==> src/rtl/cpu_pkg.sv <==
// -----------------------------------------------------------------------------
// cpu_pkg
//   Shared definitions for the CPU pipeline blocks.
//
//   WORD_W      datapath width of instruction words and PC values
//   NOP_INST    instruction word used as a pipeline bubble (sll $0,$0,0)
//   PERF_CNT_W  width of the performance-debug event counters
// -----------------------------------------------------------------------------
package cpu_pkg;

    localparam int          WORD_W     = 32;
    localparam logic [31:0] NOP_INST   = 32'h0000_0000;
    localparam int          PERF_CNT_W = 16;

endpackage : cpu_pkg

==> src/rtl/if_id_pipe_sat_counter.sv <==
// -----------------------------------------------------------------------------
// sat_counter
//   Unsigned event counter that counts up by one on every clock edge where
//   inc is high and sticks at all-ones instead of wrapping. Only reset
//   clears it.
//
//   Ports
//     clk   in   1   rising-edge clock
//     clrn  in   1   asynchronous active-low reset, clears the count
//     inc   in   1   count this cycle
//     cnt   out  W   current count (registered)
// -----------------------------------------------------------------------------
module sat_counter #(
    parameter int W = 16
) (
    input  logic         clk,
    input  logic         clrn,
    input  logic         inc,
    output logic [W-1:0] cnt
);

    logic [W-1:0] r_cnt;
    logic         w_at_max;

    // All-ones means saturated: further increments are dropped.
    assign w_at_max = &r_cnt;

    always_ff @(posedge clk or negedge clrn) begin
        if (!clrn) begin
            r_cnt <= '0;
        end else if (inc && !w_at_max) begin
            r_cnt <= r_cnt + 1'b1;
        end
    end

    assign cnt = r_cnt;

endmodule : sat_counter

==> src/rtl/if_id_pipe.sv <==
// -----------------------------------------------------------------------------
// if_id_pipe
//   IF/ID pipeline register. Captures the fetched instruction and its PC+4
//   and presents them to the decode stage one clock later.
//
//   - flush squashes the fetched instruction into a NOP bubble (branch or
//     jump resolved taken in ID). It wins over a load-use hold.
//   - LOADDEPEEN=0 holds the current contents (load-use hazard); the PC
//     register is held by the same signal, so on release the same pc4_in is
//     presented again and nothing is lost or duplicated.
//   - Two saturating counters record hold cycles and flush cycles.
//
//   Ports
//     clk         in   1      rising-edge clock
//     clrn        in   1      asynchronous active-low reset
//     LOADDEPEEN  in   1      1 = load new contents, 0 = hold
//     flush       in   1      1 = insert bubble instead of inst_in
//     pc4_in      in   WIDTH  PC+4 of the fetched instruction
//     inst_in     in   WIDTH  fetched instruction word
//     pc4_out     out  WIDTH  registered PC+4
//     inst_out    out  WIDTH  registered instruction
//     valid_out   out  1      1 = real instruction, 0 = bubble
//     stall_cnt   out  CNT_W  hold cycles (saturating)
//     flush_cnt   out  CNT_W  flush cycles (saturating)
//
//   All outputs come straight from flops; there is no combinational path
//   from any input to any output.
// -----------------------------------------------------------------------------
module if_id_pipe
    import cpu_pkg::*;
#(
    parameter int               WIDTH = WORD_W,
    parameter logic [WIDTH-1:0] NOP   = NOP_INST[WIDTH-1:0],
    parameter int               CNT_W = PERF_CNT_W
) (
    input  logic             clk,
    input  logic             clrn,
    input  logic             LOADDEPEEN,
    input  logic             flush,
    input  logic [WIDTH-1:0] pc4_in,
    input  logic [WIDTH-1:0] inst_in,
    output logic [WIDTH-1:0] pc4_out,
    output logic [WIDTH-1:0] inst_out,
    output logic             valid_out,
    output logic [CNT_W-1:0] stall_cnt,
    output logic [CNT_W-1:0] flush_cnt
);

    logic [WIDTH-1:0] r_pc4;
    logic [WIDTH-1:0] r_inst;
    logic             r_valid;

    logic w_stall_inc;
    logic w_flush_inc;

    // ------------------------------------------------------------------
    // Stage register. Flush is tested first so that a taken branch still
    // squashes the slot even while a load-use hold is asserted. On a hold
    // nothing is assigned, so X on the data inputs cannot leak through.
    // ------------------------------------------------------------------
    always_ff @(posedge clk or negedge clrn) begin
        if (!clrn) begin
            r_pc4   <= '0;
            r_inst  <= NOP;
            r_valid <= 1'b0;
        end else if (flush) begin
            r_pc4   <= pc4_in;
            r_inst  <= NOP;
            r_valid <= 1'b0;
        end else if (LOADDEPEEN) begin
            r_pc4   <= pc4_in;
            r_inst  <= inst_in;
            r_valid <= 1'b1;
        end
    end

    assign pc4_out   = r_pc4;
    assign inst_out  = r_inst;
    assign valid_out = r_valid;

    // A cycle that is both flushed and held counts only as a flush, since
    // the flush is what actually happened to the register contents.
    assign w_stall_inc = !flush && !LOADDEPEEN;
    assign w_flush_inc = flush;

    sat_counter #(
        .W (CNT_W)
    ) u_stall_cnt (
        .clk  (clk),
        .clrn (clrn),
        .inc  (w_stall_inc),
        .cnt  (stall_cnt)
    );

    sat_counter #(
        .W (CNT_W)
    ) u_flush_cnt (
        .clk  (clk),
        .clrn (clrn),
        .inc  (w_flush_inc),
        .cnt  (flush_cnt)
    );

endmodule : if_id_pipe
==> config.mk <==
export PLATFORM = sky130hd
export DESIGN_NAME = if_id_pipe
export DESIGN_NICKNAME = d
export VERILOG_FILES = /design/src/rtl/cpu_pkg.sv /design/src/rtl/if_id_pipe_sat_counter.sv /design/src/rtl/if_id_pipe.sv
export SDC_FILE = /design/constraint.sdc
export NUM_CORES = 1
export LEC_CHECK = 0
export CORE_UTILIZATION = 30
export DETAILED_ROUTE_END_ITERATION = 7
export GPL_TIMING_DRIVEN = 0
export PLACE_DENSITY = 0.67
export SLEW_MARGIN = 30
export SYNTH_ARGS = -nofsm -noshare
export SYNTH_HDL_FRONTEND = slang
export SYNTH_SLANG_ARGS = --single-unit
==> constraint.sdc <==
create_clock -name clk -period 2.13 [get_ports clk]
set_input_delay 0.5325 -clock clk [delete_from_list [all_inputs] [get_ports clk]]
set_output_delay 0.5325 -clock clk [all_outputs]
set_load 0.05 [all_outputs]
Word-level counts from Yosys, hierarchy flattened
Cells that the tools add are included.
Widths: inputs -> output; s select.
- register bits after elaboration: 97
- output and inout port bits: 97
- word-level logic and storage cells: 23
- $add $sub $neg: 2
- mux-type cells: 6
- reduce and logical (&&, ||, !) cells: 10
- operators by type and width (operator ; number):
    $mux 32 ; 4
    $add 16x1->16 const B ; 2
    $reduce_and 16->1 ; 2
    $logic_not 1->1 ; 4
    $logic_and 1x1->1 ; 3
    $mux 1 ; 2
    $reduce_bool 2->1 ; 1

Logic depth before layout (Yosys ltp)
Gate-level depths: netlist (run 1).
- depth in word-level cells: 3
- depth in mapped cells: 6

Hierarchy
From an unflattened synthesis (run 1), not the netlist that was laid out.
- cells, all modules: 325
- area total of the unflattened synthesis: 4361.7 um^2
- by module, submodules not included (module ; instances ; cells each ; area an instance (um^2) ; seq. area each (um^2)):
    if_id_pipe ; 1 ; 175 ; 2680.1 ; 1626.6
    sat_counter ; 2 ; 75 ; 840.8 ; 400.4

Worst setup path before layout (run 1)
OpenSTA, ideal clock, no wires.
- path kind: reg2reg
- start: reg u_flush_cnt.r_cnt[0] (netlist: u_flush_cnt.cnt[0])
- end: reg u_flush_cnt.r_cnt[1] (netlist: u_flush_cnt.cnt[1])
- data arrival time: 2.043 ns
- required time: 2.005 ns
- slack: -0.039 ns
- stages on the path, launching flop included: 7
- clock period less this slack: 2.169 ns
- cell sequence: dfrtp_1 > ha_1 > nand3_1 > or4_4 > buf_6 > nand2_4 > mux2_4
- word-level cells in the longest chain between the ends: 3
- elaborated cells on any way between the ends: 4
- those cells by class: add/sub (1); reduce/logical (3)
- RTL lines (item ; RTL line ; RTL):
    start, declared ; if_id_pipe_sat_counter.sv:22 ; logic [W-1:0] r_cnt;
    start signal, assigned ; if_id_pipe_sat_counter.sv:32 ; r_cnt <= r_cnt + 1'b1;
    parallel branches: the longest is 3 deep, another holds $add 16x1->16 ; - ;
Several ways; the timed one is not identified.
A chain may end at the register's enable or synchronous reset.

Worst setup path after layout (run 1)
- start: reg r_inst[21] (netlist: inst_out[21])
- end: out inst_out[21]
- RTL lines (item ; RTL line ; RTL):
    start, declared ; if_id_pipe.sv:50 ; logic [WIDTH-1:0] r_inst;
    start signal, assigned ; if_id_pipe.sv:72 ; r_inst <= inst_in;
    end, declared ; if_id_pipe.sv:43 ; output logic [WIDTH-1:0] inst_out,
No word-level cell between the ends.

==> qor.yml, run 1 <==
grt_usage: 0.145
synth_cells: 322
period_share: 0.972
cts_tree: "built"
hold_path.class: "primary input to asynchronous set/reset pin"
drive_gt1_frac: 0.141
place_congestion: 0.821
stdcell_count: 678
synth-seq-cells: 97
finalMaxSlewViolations: 0
cts-root-buf: "clkbuf_16"
ant_nets: 0
p_per_area_mw_per_mm2: 879
slowest_delay_ns: 0.82
muxShareOfSynthArea: 0.180
grt_overflow: 0
hpwlAfterDp_mm: 7.34
die_h_um: 119
cp_num_buf_inv: 1
cp.arrival_ns: 1.54
irDropWorstVdd_mv: 0.377
cp_slowest_cell: "clkdlybuf4s50_1"
synth_top_family_by_area: "multiplexers"
drc: 0
portBuffers: 163
yosys_most_used_dff: "dfrtp_1"
boundaryPins: 165
cts_max_path_buffers: 2
async_flop_share: 1.00
insertedDiodeCount: 0
crit_fanout: 2
via_count: 3166
ys_seq_area_frac: 0.591
cts_num_sinks: 97
yosysWarnings: 0
synthDistinctLibCells: 36
crit_type: "flop to output port"
nFillCells: 1233
vias_per_cell: 4.67
cts.reportedPaths.clkPinSlew_ns: 0.06
synth-compound-area-share: 0.0125
skew_ns: 0.00620
yosys.area_share.xor_xnor: 0.0533
fmaxAchievable_mhz: 483
dp_cells: 662
synth_adder_area_share: 0.00609
tightest_slew_ns: 0.523
rsz0062_at_grt: "no"
fp.coreArea_mm2: 0.0133
die_w_um: 119
htreeDepth: 3
slew_headroom: 0.642
drt-total-wl_mm: 9.88
crit_path_start_kind: "flop"
synth-simple-area-share: 0.141
setup_violations: 0
finalSetupTns_ns: 0
cp-end-kind: "output port"
first_iter_violations: 150
leakage_nw: 2.89
grt_pass1_wl_mm: 16.4
drv_cap: 0
finalCriticalPeriod_ns: 2.07
syn_avg_cell_area_um2: 12.8
cp.required_ns: 1.60
outcome: "finished clean"
firstDrtPassIters: 4
place_ws_ns: -0.420
synthesis.area_mm2: 0.00411
syn_nets: 392
total_power_mw: 5.51
die_area_mm2: 0.0142
fin_ws_ns: 0.0604
hold_viol_final: 0
crit_path_start: "inst_out[21]"
row_count: 42
rr_startpoint: "u_flush_cnt.cnt[1]"
cp_top_family: "buffers and inverters"
nets: 567
grt_max_degree: 58
cts_made_buffers: 9
area_growth_syn_to_layout_pct: 52.3
clk_latency_ns: 0.34
grt_pass1_vias: 3281
start_util: 0.309
crit_path_cell_trace: "clkdlybuf4s50_1"
synth_enable_flop_cells: 0
drt-wirelength-per-cell_um: 14.6
ctsHoldBuffers: 0
antenna_found_initial: 0
## synthesized netlist by cell type, drive strengths merged, types with 6 or more instances
| cell | instances | area share |
|---|---|---|
| xor2 | 12 | 0.026 |
| nor2 | 41 | 0.037 |
| nand2 | 10 | 0.011 |
| buf | 10 | 0.013 |
| xnor2 | 13 | 0.028 |
| nand4 | 13 | 0.021 |
| mux2 | 37 | 0.10 |
| nand3 | 13 | 0.016 |
| nor4 | 6 | 0.013 |
| mux2i | 32 | 0.078 |
| dfrtp | 97 | 0.59 |
## registers in the layout, indices dropped and copies added (netlist names)
register,cells
inst_out,32
pc4_out,32
u_flush_cnt.cnt,16
u_stall_cnt.cnt,16
valid_out,1
## final cells by class
class / count / area, µm² / area share
flip-flops and latches: 97 / 2430 / 0.388
repair buffers: 165 / 1640 / 0.262
multi-input cells: 211 / 1620 / 0.259
clock buffers: 14 / 274 / 0.0438
well taps: 176 / 220 / 0.0352
plain buffers: 12 / 61.3 / 0.00979
clock inverters: 2 / 12.5 / 0.00200
inverters: 1 / 3.75 / 0.000600
## report_power, final
| part | leakage (nW) | switching [mW] | total, mW | internal [mW] |
|---|---|---|---|---|
| registers | 1.23 | 0.237 | 2.29 | 2.05 |
| logic | 1.52 | 1.07 | 1.67 | 0.600 |
| clock network | 0.139 | 0.656 | 1.54 | 0.887 |
| total | 2.89 | 1.97 | 5.51 | 3.54 |
## path summary, 6_finish.rpt
check	to	slack (ns)	depth (start not counted)
min in group clk	pc4_out[5]	0.50	1
hold reg to reg	pc4_out[5]	0.50	1
hold / removal	inst_out[14]	0.11	1
max in group asynchronous	u_flush_cnt.cnt[0]	1.42	2
setup reg to reg	u_flush_cnt.cnt[1]	0.22	6
setup / recovery	inst_out[21]	0.06	1
## cells by family (layout without fill, tap and decap cells)
family,Yosys count,after routing
DFF,97,97
adders and majority gates,2,2
buffers and inverters,14,194
muxes,69,69
xor gates and xnor gates,25,25
AOI/OAI and AO/OA,8,8
and+or+nand+nor,107,107
## timing repair
| item | 4_1_cts | 5_1_grt |
|---|---|---|
| pin swaps | 0 | 1 |
| cloned | 0 | 0 |
| setup endpoints to repair | 59 | 6 |
| setup buffers | 0 | 1 |
| resized for setup | 29 | 4 |
## metal layers
metal / global-route usage / up-vias / wire, µm
met5: 0 / - / 0
met4: 0.0665 / 0 / 221
met3: 0.0546 / 18 / 911
met2: 0.225 / 123 / 4430
met1: 0.179 / 1541 / 4320
li1: - / 1484 / -
## metrics by stage
step / hold WS (ns) / util / instance area, µm²
2_1_floorplan: 0.237 / - / 4110
3_3_place_gp: 0.483 / 0.449 / 5960
3_5_place_dp: 0.473 / 0.451 / 5990
4_1_cts: 0.103 / 0.469 / 6240
5_1_grt: 0.127 / 0.471 / 6260
6_report: 0.105 / 0.471 / 6260
## placed cells by master (no fill, tap or decap), types with 2 or more instances in the layout
master,count
clkdlybuf4s50_1,130
mux2_2,36
ha_1,2
and2_1,3
nand3_1,13
clkbuf_8,3
dlygate4sd2_1,29
nand2_1,9
mux2i_1,32
buf_1,2
xnor2_1,13
dfrtp_1,95
clkbuf_16,9
nand4_1,12
dfrtp_2,2
and4_1,3
nor4_1,5
buf_6,2
buf_2,7
dlymetal6s2s_1,3
and3_1,5
xor2_1,12
nand4b_1,3
a21oi_1,3
nor2_1,41
nor3_1,5
clkbuf_1,4
(Power assumes the default switching activity.)
==> inputs of run 2 (changes only) <==
ABC_AREA = 0   (was not set)
==> results of run 2 <==
No change in the layout: final DEF, timing and power equal those of run 1.
==> inputs of run 3 (changes only) <==
clock period = 2.7 ns   (was 2.13 ns; I/O delays follow)
==> run 3 against run 2 <==
  * Sequential share of layout area is essentially flat
  * Utilization about the same
  * Die area unchanged
  * Via count down 1.7%
  * Hold slack better by 0.16 ns
  * Wire length decreased by 1.0%
  * Flip-flop and latch count unchanged
  * Total power decreased by 21%
  * Setup slack improved by 0.24 ns
  * Register-to-register slack improved by 0.57 ns
  * Global-route usage about the same
  * Clock-buffer cell count is the same
  * Critical path type is now primary input to flop
  * Critical endpoint is now pc4_out[16]
  * Largest power group unchanged
  * Highest routed layer unchanged
==> qor.yml, run 3 (synthesis gave the netlist of run 1 again) <==
outcome: "finished clean"  # unchanged
boundaryPins: 165  # unchanged
start_util: 0.309  # unchanged
grt_usage: 0.146  # was 0.145
p_sw_frac: 0.353  # was 0.357
vias_per_cell: 4.60  # was 4.67
p_int_mw: 2.82  # was 3.54 mW
irDropWorstVdd_mv: 0.397  # was 0.377 mV
power.share.sequential: 0.414  # was 0.416
setup_violations: 0  # unchanged
switchingPower_mw: 1.54  # was 1.97 mW
cp-end-kind: "flop"  # was output port
hpwlAfterDp_mm: 7.25  # was 7.34 mm
final_cell_mix: "clkdlybuf4s50_1, dfrtp_1, nor2_1"  # unchanged
die_h_um: 119  # unchanged
cts_max_path_buffers: 2  # unchanged
tightest_slew_ns: 0.536  # was 0.523 ns
layout_commonest_cell: "clkdlybuf4s50_1"  # unchanged
row_count: 42  # unchanged
nFillCells: 1203  # was 1233
die_area_mm2: 0.0142  # unchanged
via_count: 3112  # was 3166
busiest_layer: "met2"  # unchanged
cts_tree: "built"  # unchanged
fin_util: 0.470  # was 0.471
met1_usage: 0.190  # was 0.179
cts-root-buf: "clkbuf_16"  # unchanged
ant_nets: 0  # unchanged
period_share: 0.888
rsz0062_at_grt: "no"  # unchanged
cts.reportedPaths.clkPinSlew_ns: 0.06  # about the same
cp.arrival_ns: 2.62  # was 1.54 ns
htreeDepth: 3  # unchanged
cts_num_sinks: 97  # unchanged
finalCriticalPeriod_ns: 2.40
portBuffers: 163  # unchanged
clkPwrFrac: 0.269  # was 0.280
skew_ns: 0.00481  # was 0.00620 ns
area_growth_syn_to_layout_pct: 52.2  # was 52.3%
grtUsageMet2: 0.217  # was 0.225
drt-wirelength-per-cell_um: 14.5  # was 14.6 µm
drc: 0  # unchanged
grt_overflow: 0  # unchanged
first_iter_violations: 128  # was 150
cts_made_buffers: 9  # unchanged
nets: 567  # unchanged
post_cts_buffers: 0  # unchanged
insertedDiodeCount: 0  # unchanged
antenna_found_initial: 0  # unchanged
cp.required_ns: 2.92  # was 1.60 ns
place_congestion: 0.765  # was 0.821
firstDrtPassIters: 4  # unchanged
drv_cap: 0  # unchanged
p_per_area_mw_per_mm2: 696  # was 879 mW/mm²
leakage_nw: 2.73  # was 2.89 nW
hold_path.class: "primary input to asynchronous set/reset pin"  # unchanged
hold_viol_final: 0  # unchanged
die_w_um: 119  # unchanged
grt_max_degree: 50  # was 58
ctsHoldBuffers: 0  # unchanged
fp.coreArea_mm2: 0.0133  # unchanged
slew_headroom: 0.642  # about the same
clk_latency_ns: 0.34  # about the same
placed_area_mm2: 0.00599  # about the same
grt_pass1_vias: 3173  # was 3281
crit_fanout: 10  # was 2
cts_resized: 0  # was 29
drt-total-wl_mm: 9.78  # was 9.88 mm
fmaxAchievable_mhz: 417
comb_power_share: 0.317  # was 0.304
drive_gt1_frac: 0.128  # was 0.141
grt_pass1_wl_mm: 16.1  # was 16.4 mm
crit_path_start_kind: "primary input"  # was flop
crit_type: "primary input to flop"  # was flop to output port
grtUsageMet3: 0.0512  # was 0.0546
finalMaxSlewViolations: 0  # unchanged
fin_area_mm2: 0.00625  # was 0.00626 mm²
-- run 3: worst paths after layout --
| kind | slack (ns) | depth (start not counted) | end | startpoint |
|---|---|---|---|---|
| worst max register to register | 0.79 | 6 | u_flush_cnt.cnt[1] | u_flush_cnt.cnt[0] |
| worst min register to register | 0.50 | 2 | valid_out | valid_out |
| max in group asynchronous | 1.84 | 2 | u_flush_cnt.cnt[15] | clrn |
| worst min-delay path | 0.27 | 1 | inst_out[10] | clrn |
| worst max-delay path | 0.30 | 5 | pc4_out[16] | flush |
| min in group clk | 0.50 | 2 | valid_out | valid_out |
-- run 3: cell type report --
class / count / area (µm²) / area share
sequential: 97 / 2430 / 0.388
timing repair buffer: 164 / 1660 / 0.265
multi-input combinational: 211 / 1610 / 0.258
clock buffer: 14 / 264 / 0.0422
tap: 176 / 220 / 0.0352
buffer: 13 / 65.1 / 0.0104
inverter: 1 / 3.75 / 0.000600
-- run 3: routing by layer --
layer | share of wire | up-vias
li1 | - | 1486
met1 | 0.44 | 1501
met2 | 0.46 | 113
met3 | 0.084 | 12
met4 | 0.017 | 0
met5 | 0 | -
-- run 3: worst max-delay path, stage by stage --
cell and delay, ns:
clkdlybuf4s50_1 0.65, or2_2 0.17, clkbuf_1 0.40, buf_2 0.35, mux2_2 0.37
-- run 3: metrics by stage --
step	power, mW	setup TNS [ns]	std cells	worst slack (ns)	hold slack, ns
2_1_floorplan	2.65	0	322	0.531	0.379
3_3_place_gp	3.19	-253.98	661	-2.61	0.481
3_5_place_dp	3.22	-2.20	662	-0.0970	0.489
4_1_cts	4.42	0	676	0.277	0.276
5_1_grt	4.55	0	676	0.185	0.292
6_report	4.35	0	676	0.303	0.267
-- run 3: power by group through the flow --
stage	sequential, mW	clock (mW)	combinational, mW
2_1_floorplan	2.37	0	0.281
3_3_place_gp	1.82	0	1.37
3_5_place_dp	1.83	0	1.39
4_1_cts	1.80	1.22	1.40
5_1_grt	1.83	1.26	1.45
6_report	1.80	1.17	1.38
